File: src/rtl/mips_boot_loader_if.sv
// mips_boot_loader_if: host byte stream, instruction-memory write port and
// CPU reset/status lines of the boot loader, bundled as one interface.
// master = host / test side, slave = loader.
interface mips_boot_loader_if #(
  parameter int ADDR_W = 10
);
  logic              boot_start;
  logic              in_valid;
  logic [7:0]        in_data;
  logic              in_ready;
  logic              im_we;
  logic [ADDR_W-1:0] im_addr;
  logic [7:0]        im_wdata;
  logic              cpu_rst;
  logic              done;
  logic              err;

  modport master (
    output boot_start, in_valid, in_data,
    input  in_ready, im_we, im_addr, im_wdata, cpu_rst, done, err
  );

  modport slave (
    input  boot_start, in_valid, in_data,
    output in_ready, im_we, im_addr, im_wdata, cpu_rst, done, err
  );
endinterface

File: src/rtl/mips_boot_loader.sv
// mips_boot_loader: receives a length-prefixed byte image over valid/ready,
// writes it byte by byte (little-endian, no reordering) into instruction
// memory starting at BASE_ADDR and holds the CPU in reset until the image
// is loaded.
// Optional feature macro BOOT_CHKSUM_EN: when defined, a trailing XOR
// checksum byte is checked (CHK/ERR states, err output); when undefined the
// load ends right after the last payload byte and err is tied low.
module mips_boot_loader #(
  parameter int ADDR_W    = 10,
  parameter int BASE_ADDR = 0
) (
  input logic               clk,
  input logic               rst,
  mips_boot_loader_if.slave bus
);

  localparam logic [ADDR_W-1:0] BASE = BASE_ADDR[ADDR_W-1:0];

  typedef enum logic [2:0] {
    IDLE   = 3'd0,
    LEN_LO = 3'd1,
    LEN_HI = 3'd2,
    DATA   = 3'd3,
`ifdef BOOT_CHKSUM_EN
    CHK    = 3'd4,
    ERR    = 3'd6,
`endif
    DONE   = 3'd5
  } state_t;

  // State reached once the payload has been fully received.
`ifdef BOOT_CHKSUM_EN
  localparam state_t POST_DATA = CHK;
`else
  localparam state_t POST_DATA = DONE;
`endif

  state_t            state_r;
  state_t            next_s;
  logic [15:0]       len_r;
  logic [15:0]       idx_r;
  logic [ADDR_W-1:0] addr_r;
  logic              xfer_s;
  logic              len_zero_s;
  logic              last_s;
  logic              ready_next_s;
  logic              release_s;
`ifdef BOOT_CHKSUM_EN
  logic [7:0]        chk_r;
`endif

  assign xfer_s     = bus.in_valid && bus.in_ready;
  assign len_zero_s = ({bus.in_data, len_r[7:0]} == 16'h0000);
  assign last_s     = (idx_r == (len_r - 16'd1));

  // Release the CPU only once DONE is reached and no write is still in
  // flight: entering DONE straight from DATA leaves the final byte's write
  // strobe in the next cycle, so release waits one more cycle then.
  assign release_s  = (next_s == DONE) && (state_r != DATA);

  // State register.
  always_ff @(posedge clk or posedge rst) begin
    if (rst) begin
      state_r <= IDLE;
    end else begin
      state_r <= next_s;
    end
  end

  // Next-state logic.
  always_comb begin
    next_s = state_r;
    case (state_r)
      IDLE: begin
        if (bus.boot_start) next_s = LEN_LO;
        else                next_s = IDLE;
      end
      LEN_LO: begin
        if (xfer_s) next_s = LEN_HI;
        else        next_s = LEN_LO;
      end
      LEN_HI: begin
        if (xfer_s) begin
          if (len_zero_s) next_s = POST_DATA;
          else            next_s = DATA;
        end else begin
          next_s = LEN_HI;
        end
      end
      DATA: begin
        if (xfer_s && last_s) next_s = POST_DATA;
        else                  next_s = DATA;
      end
`ifdef BOOT_CHKSUM_EN
      CHK: begin
        if (xfer_s) begin
          if (bus.in_data == chk_r) next_s = DONE;
          else                      next_s = ERR;
        end else begin
          next_s = CHK;
        end
      end
      ERR: begin
        if (bus.boot_start) next_s = LEN_LO;
        else                next_s = ERR;
      end
`endif
      DONE: begin
        if (bus.boot_start) next_s = LEN_LO;
        else                next_s = DONE;
      end
      default: next_s = IDLE;
    endcase
  end

  // The loader accepts bytes in every state that expects stream input.
  always_comb begin
    ready_next_s = 1'b0;
    case (next_s)
      LEN_LO, LEN_HI, DATA: ready_next_s = 1'b1;
`ifdef BOOT_CHKSUM_EN
      CHK:                  ready_next_s = 1'b1;
`endif
      default:              ready_next_s = 1'b0;
    endcase
  end

  // Length, byte index, address counter and running checksum.
  always_ff @(posedge clk or posedge rst) begin
    if (rst) begin
      len_r  <= 16'h0000;
      idx_r  <= 16'h0000;
      addr_r <= '0;
`ifdef BOOT_CHKSUM_EN
      chk_r  <= 8'h00;
`endif
    end else begin
      case (state_r)
        LEN_LO: begin
          if (xfer_s) len_r[7:0] <= bus.in_data;
        end
        LEN_HI: begin
          if (xfer_s) begin
            len_r[15:8] <= bus.in_data;
            idx_r       <= 16'h0000;
            addr_r      <= BASE;
`ifdef BOOT_CHKSUM_EN
            chk_r       <= 8'h00;
`endif
          end
        end
        DATA: begin
          if (xfer_s) begin
            idx_r  <= idx_r + 16'd1;
            addr_r <= addr_r + {{(ADDR_W-1){1'b0}}, 1'b1};
`ifdef BOOT_CHKSUM_EN
            chk_r  <= chk_r ^ bus.in_data;
`endif
          end
        end
        default: ;
      endcase
    end
  end

  // Registered instruction-memory write port: one strobe per payload byte.
  always_ff @(posedge clk or posedge rst) begin
    if (rst) begin
      bus.im_we    <= 1'b0;
      bus.im_addr  <= '0;
      bus.im_wdata <= 8'h00;
    end else begin
      bus.im_we <= (state_r == DATA) && xfer_s;
      if ((state_r == DATA) && xfer_s) begin
        bus.im_addr  <= addr_r;
        bus.im_wdata <= bus.in_data;
      end
    end
  end

  // Registered handshake and status outputs derived from the next state.
  always_ff @(posedge clk or posedge rst) begin
    if (rst) begin
      bus.in_ready <= 1'b0;
      bus.done     <= 1'b0;
      bus.cpu_rst  <= 1'b1;
    end else begin
      bus.in_ready <= ready_next_s;
      bus.done     <= release_s;
      bus.cpu_rst  <= !release_s;
    end
  end

`ifdef BOOT_CHKSUM_EN
  // Checksum error flag, held while parked in ERR.
  always_ff @(posedge clk or posedge rst) begin
    if (rst) begin
      bus.err <= 1'b0;
    end else begin
      bus.err <= (next_s == ERR);
    end
  end
`else
  assign bus.err = 1'b0;
`endif

endmodule

File: src/flat_wrapper.sv
// flat-port wrapper written by rule: the top's interface ports become plain ports
module mips_boot_loader_flat 
#(
  parameter int ADDR_W    = 10,
  parameter int BASE_ADDR = 0
)
  (clk, rst, bus_boot_start, bus_in_valid, bus_in_data, bus_in_ready, bus_im_we, bus_im_addr, bus_im_wdata, bus_cpu_rst, bus_done, bus_err);
  mips_boot_loader_if #(.ADDR_W(ADDR_W)) bus_i ();
  input logic clk;
  input logic rst;
  input wire logic [$bits(bus_i.boot_start)-1:0] bus_boot_start;
  input wire logic [$bits(bus_i.in_valid)-1:0] bus_in_valid;
  input wire logic [$bits(bus_i.in_data)-1:0] bus_in_data;
  output wire logic [$bits(bus_i.in_ready)-1:0] bus_in_ready;
  output wire logic [$bits(bus_i.im_we)-1:0] bus_im_we;
  output wire logic [$bits(bus_i.im_addr)-1:0] bus_im_addr;
  output wire logic [$bits(bus_i.im_wdata)-1:0] bus_im_wdata;
  output wire logic [$bits(bus_i.cpu_rst)-1:0] bus_cpu_rst;
  output wire logic [$bits(bus_i.done)-1:0] bus_done;
  output wire logic [$bits(bus_i.err)-1:0] bus_err;
  assign bus_i.boot_start = bus_boot_start;
  assign bus_i.in_valid = bus_in_valid;
  assign bus_i.in_data = bus_in_data;
  assign bus_in_ready = bus_i.in_ready;
  assign bus_im_we = bus_i.im_we;
  assign bus_im_addr = bus_i.im_addr;
  assign bus_im_wdata = bus_i.im_wdata;
  assign bus_cpu_rst = bus_i.cpu_rst;
  assign bus_done = bus_i.done;
  assign bus_err = bus_i.err;
  mips_boot_loader #(.ADDR_W(ADDR_W), .BASE_ADDR(BASE_ADDR)) u_core (.clk(clk), .rst(rst), .bus(bus_i));
endmodule
File: config.mk
export PLATFORM = sky130hd
export DESIGN_NAME = mips_boot_loader_flat
export DESIGN_NICKNAME = d
export VERILOG_FILES = /design/src/rtl/mips_boot_loader_if.sv /design/src/rtl/mips_boot_loader.sv /design/src/flat_wrapper.sv
export SDC_FILE = /design/constraint.sdc
export NUM_CORES = 1
export LEC_CHECK = 0
export CORE_MARGIN = 1
export CORE_UTILIZATION = 55
export DETAILED_ROUTE_END_ITERATION = 6
export PLACE_DENSITY = 0.78
export SYNTH_ARGS = -nofsm -noshare
export SYNTH_HDL_FRONTEND = slang
export SYNTH_SLANG_ARGS = --single-unit
File: constraint.sdc
create_clock -name clk -period 3.06 [get_ports clk]
set_input_delay 0.459 -clock clk [delete_from_list [all_inputs] [get_ports clk]]
set_output_delay 0.459 -clock clk [all_outputs]
set_load 0.01 [all_outputs]
# Word level (Yosys, flattened, before mapping)

Cells that the tools add are included.
W data, S select, Z words.

Bits in registers: 67
Output and inout bits: 23
Logic and storage cells: 52

Add/subtract/negate cells: 3
Equal/unequal tests: 12
Multiplexer cells: 14
Reduce and logical (&&, ||, !) cells: 12

Operator list:

| kind                    | count |
|---|---|
| $mux W16                | 2 |
| $pmux W16 S2            | 1 |
| $mux W10                | 2 |
| $pmux W10 S2            | 1 |
| $add A16 B1 Y16 const B | 1 |
| $eq A16 B16 Y1          | 1 |
| $logic_not A16 Y1       | 1 |
| $sub A16 B1 Y16 const B | 1 |
| $pmux W3 S5             | 1 |
| $eq A3 B2 Y1 const B    | 4 |
| $mux W3                 | 4 |
| $add A10 B1 Y10 const B | 1 |
| $eq A3 B1 Y1 const B    | 2 |
| $eq A3 B3 Y1 const B    | 2 |
| $logic_and A1 B1 Y1     | 4 |
| $ne A2 B1 Y1 const B    | 2 |
| $reduce_and A2 Y1       | 2 |
| $logic_not A3 Y1        | 1 |
| $ne A3 B2 Y1 const B    | 1 |
| $reduce_and A3 Y1       | 1 |
| $reduce_or A3 Y1        | 1 |
| $mux W1                 | 2 |
| $mux W2                 | 1 |
| $reduce_bool A2 Y1      | 1 |
| $logic_not A1 Y1        | 1 |

# Logic depth before layout (Yosys ltp)

Word-level depth: 8
Depth in mapped cells: 8
Mapped depth without buffers: 8

# Least setup slack after synthesis

No wires, ideal clock.

Path kind: register to register
Start point: register u_core.len_r[0]
End point: register u_core.bus.in_ready
Arrival time: 2.102 ns
Required time: 2.940 ns
Path slack: 0.838 ns
Cell stages (with the launch flop): 9
Cell sequence: dfrtp_1 inv_1 ha_1 or4b_4 o21a_1 a311o_1 nor4_4 nand4_1 and3_1

Word-level cells in the longest chain between the ends: 8
Elaborated cells between the ends (all ways): 13
Classes of those cells: add/sub (1); eq/ne (4); mux (5); reduce/logical (3)

RTL lines:

| item                                                | line                      | RTL |
|---|---|---|
| from (decl)                                         | mips_boot_loader.sv:40    | `logic [15:0] len_r;` |
| from (signal assigned)                              | mips_boot_loader.sv:140   | `if (xfer_s) len_r[7:0] <= bus.in_data;` |
| $sub A16 B1 Y16                                     | mips_boot_loader.sv:54    | `assign last_s = (idx_r == (len_r - 16'd1));` |
| $eq A16 B16 Y1                                      | mips_boot_loader.sv:54    |  |
| $logic_and A1 B1 Y1                                 | mips_boot_loader.sv:91    | `if (xfer_s && last_s) next_s = POST_DATA;` |
| $mux W3                                             | mips_boot_loader.sv:91    |  |
| $pmux W3 S5 (*)                                     | mips_boot_loader.sv:73    | `case (state_r)` |
| $eq A3 B1 Y1 / $eq A3 B2 Y1 (equally long branches) | mips_boot_loader.sv:119   | `case (next_s)` |
| $reduce_or A3 Y1 (*)                                | mips_boot_loader.sv:119   |  |
| $mux W1 (*)                                         | mips_boot_loader.sv:119   |  |
| named net u_core.ready_next_s                       | mips_boot_loader.sv:46    | `logic ready_next_s;` |
| to (signal assigned)                                | mips_boot_loader.sv:188   | `bus.in_ready <= ready_next_s;` |
| to (decl)                                           | mips_boot_loader_if.sv:25 | `output in_ready, im_we, im_addr, im_wdata, cpu_rst, done, err` |

Mark *: on every way through the listed nets, which the timed path passes. The rest lies on a longest branch.
A chain may end at the register's enable or synchronous reset.

# Worst setup path in the final report

Same ends and word-level chain as after synthesis.

==> results by group <==
Run status
  – Status: completed

CTS
  – Clock transition at the registers of the reported paths: 70 ps
  – Post-CTS Setup Inserts: 0
  – Post-CTS Hold Buffers: 0
  – Clock Latency Late Sink: 340 ps
  – TritonCTS Buffers: 9
  – PostCTS Resize Cnt: 0
  – CTS sink count: between 60 and 70
  – CTS tree: done
  – CTS root buf: clkbuf_8
  – Clock buffer depth: 2
  – Max H-tree Level: 3

Placed design
  – DPL Wire Length: approximately 5600 µm
  – Port Buffer Count: 33
  – GP Congestion: 0.9274
  – Setup WS pre-CTS: 655.0 ps

Pwr
  – Pleak: between 1.5 and 2 nW
  – VDD IR max: 0.4242 mV
  – Net Sw Power: about 0.0013 W
  – PD cells: 860.5 nW/µm²
  – Overall Power: 0.003552 W
  – Comb pwr share: 0.366
  – Power Internal: 0.002265 W
  – Sw Ratio: 0.3623
  – Clock Power Share: 0.235
  – Seq pwr share: 0.399

Timing
  – Fmax: 0.4154 GHz
  – Fin crit period: 2407 ps
  – Worst Skew: 8.995 ps
  – Actual slew at the worst max-slew pin: ~630 ps
  – Crit share post-route: 0.7867
  – Worst Slack Setup Final: around 650 ps
  – Final setup fails: 0
  – Worst relative slew slack: 0.5813
  – RSZ-0062 raised after global routing: no
  – Hold Vio Cnt, Final: 0
  – Final hold slack: about 480 ps
  – Max Slew Vio Count: 0
  – Setup TNS: 0 ps

Drt
  – # DRC: 0
  – Final wirelength: 7867 µm
  – Antenna viol nets, final: 0
  – Vias: 2795
  – Vias per cell: 5.739
  – 1st-pass router iterations: 5
  – Wire length per cell: 16.15 µm
  – Initial DRC Count: 146

Worst setup path
  – Worst Path Arrival: 2630 ps
  – CP Class: reg -> reg
  – Worst-path maximum fanout: 6
  – Reg2reg start: u_core.len_r[0]$_DFFE_PP0P_
  – Required time worst endpoint: 3290 ps
  – Critical Path Start Type: flip-flop
  – Crit. End Element: flip-flop
  – Crit. Startpoint: u_core.len_r[0]$_DFFE_PP0P_

Synth
  – Syn_area_per_cell: between 9 and 10 µm²
  – Synth top area cells: dfrtp_1 (48%), nand2_1 (9.4%), mux2_2 (4.6%), xor2_1 (4.1%), xnor2_1 (3.3%)
  – Syn nets: 380
  – Synthesis-stage register bit count: 67
  – Yosys cell types: 49
  – Dominant synthesized flop cell: dfrtp_1
  – Synthesized area: roughly 3400 µm²
  – Mapped Cells: 365
  – Count leader, synth: nand2_1
  – Seq/Total Area, Yosys: 0.4891
  – Synth cell count leaders: nand2_1 (86), dfrtp_1 (66), nand3_1 (19), nor2_1 (19), o21ai_0 (17)
  – Ys async rst share: 1.000
  – Synth top area share: 0.4814
  – YS warnings: 0
  – Number of synthesized flops with an enable pin: 0
  – Largest area contributor in the netlist: dfrtp_1

Finish
  – N_diodes: 0
  – Layout cells sized above 1: 0.1262
  – Final Core Density: 0.6931
  – Area growth, synth to finish: 20.31%
  – Nets: 422

Global route
  – Largest net degree at the start of global routing: 40
  – GR peak layer: met2
  – Vias in the first global route: 2701
  – Met3 usage in global routing: 0.04045
  – Initial antenna violation count: 0
  – GR Util All Layers: 0.2636
  – Met2 Usage GRT: 0.4437
  – Routing usage on met1: 0.3387
  – Total congestion overflow: 0
  – First-pass GRT wire length: 12850 µm

Die
  – Core ar.: 5956 µm²
  – Die height: roughly 80 µm
  – Chip Width: 80.98 µm
  – Row count: 28
  – Initial Util: 0.5761
  – Boundary Pins: 35
  – Die area: 6558 µm²

Min path
  – Hold Crit Class: reg -> reg
  – Hold path start: u_core.bus.im_addr[0]$_DFFE_PP0P_

Flow run
  – Max_cap viols: 0
-- power groups by stage --
stage / Sequential [W] / Clock (W) / Combinational (W)
after global placement: 0.00141 / 0 / 0.00128
after detailed placement: 0.00143 / 0 / 0.00130
after global routing: 0.00145 / 0.000883 / 0.00143
after floorplan: 0.00137 / 0 / 0.000861
after CTS: 0.00141 / 0.000844 / 0.00130
final: 0.00142 / 0.000834 / 0.00130
-- cell type report --
type	instances	area, µm²
flip-flops and latches	67	1678
multi-input cells	277	1669
clock inverters	4	72.57
repair buffers	45	432.9
clock buffers	12	155.1
well taps	75	93.84
fillers	471	1828
inverters	7	26.28
-- cell usage in the layout, fill, tap and decap left out, types with 4 or more instances in the layout --
cell | netlist | final
nand3_1 | 19 | 19
nor4_1 | 5 | 5
clkbuf_8 | 0 | 11
o21ai_0 | 17 | 17
mux2_2 | 14 | 14
xnor2_1 | 13 | 13
nor2_1 | 19 | 19
xor2_1 | 16 | 16
dfrtp_1 | 66 | 66
a21oi_1 | 9 | 9
nand2_1 | 86 | 86
mux2i_1 | 4 | 4
buf_4 | 1 | 11
o31ai_1 | 7 | 7
nor3_1 | 8 | 8
nand4_1 | 6 | 6
and3_1 | 8 | 8
inv_1 | 7 | 6
clkdlybuf4s50_1 | 0 | 33
-- critical path, stage by stage (launching register included) --
cell	delay, ps
dfrtp_1	420
inv_1	80
ha_1	250
or4b_4	510
o21a_1	180
a311o_1	350
nor4_4	160
nand4_1	150
and3_1	190
-- sequential cells by signal, indices dropped and copies added (netlist names) --
register and cells:
u_core.bus.in_ready 1, u_core.bus.im_wdata 8, u_core.addr_r 10, u_core.len_r 16, u_core.bus.im_we 1, u_core.bus.im_addr 10, u_core.bus.cpu_rst 1, u_core.bus.done 1
u_core.idx_r 16, u_core.state_r 3
-- kinds of logic after synthesis --
kind of cell / share of synthesized area
compound gates: 0.09117
xor+xnor: 0.07403
fa+ha+maj: 0.01094
buf+inv: 0.02443
flops: 0.4891
mux: 0.05762
other cells: 0.001093
simple gates: 0.2516
-- routing by layer --
metal	wire length [µm]	share of wire
met5	0	0
met4	104	0.013
met3	424	0.054
met2	3893	0.49
met1	3445	0.44
-- path summary, 6_finish.rpt --
path / endpoint / slack [ps] / cells past startpoint
max reg2reg: u_core.bus.in_ready$_DFF_PP0_ / 650 / 8
max in group asynchronous: u_core.len_r[15]$_DFFE_PP0P_ / 1910 / 3
min: u_core.bus.im_addr[0]$_DFFE_PP0P_ / 480 / 2
max: u_core.bus.in_ready$_DFF_PP0_ / 650 / 8
min reg2reg: u_core.bus.im_addr[0]$_DFFE_PP0P_ / 480 / 2
min in group asynchronous: u_core.bus.im_addr[9]$_DFFE_PP0P_ / 520 / 2
-- through the flow --
step,area (µm²),instances
global route,4128,487
detailed placement,3900,471
global placement,3900,471
floorplan,3431,365
finish,4128,487
CTS,4128,487
Power figures use the tool's default switching activity.
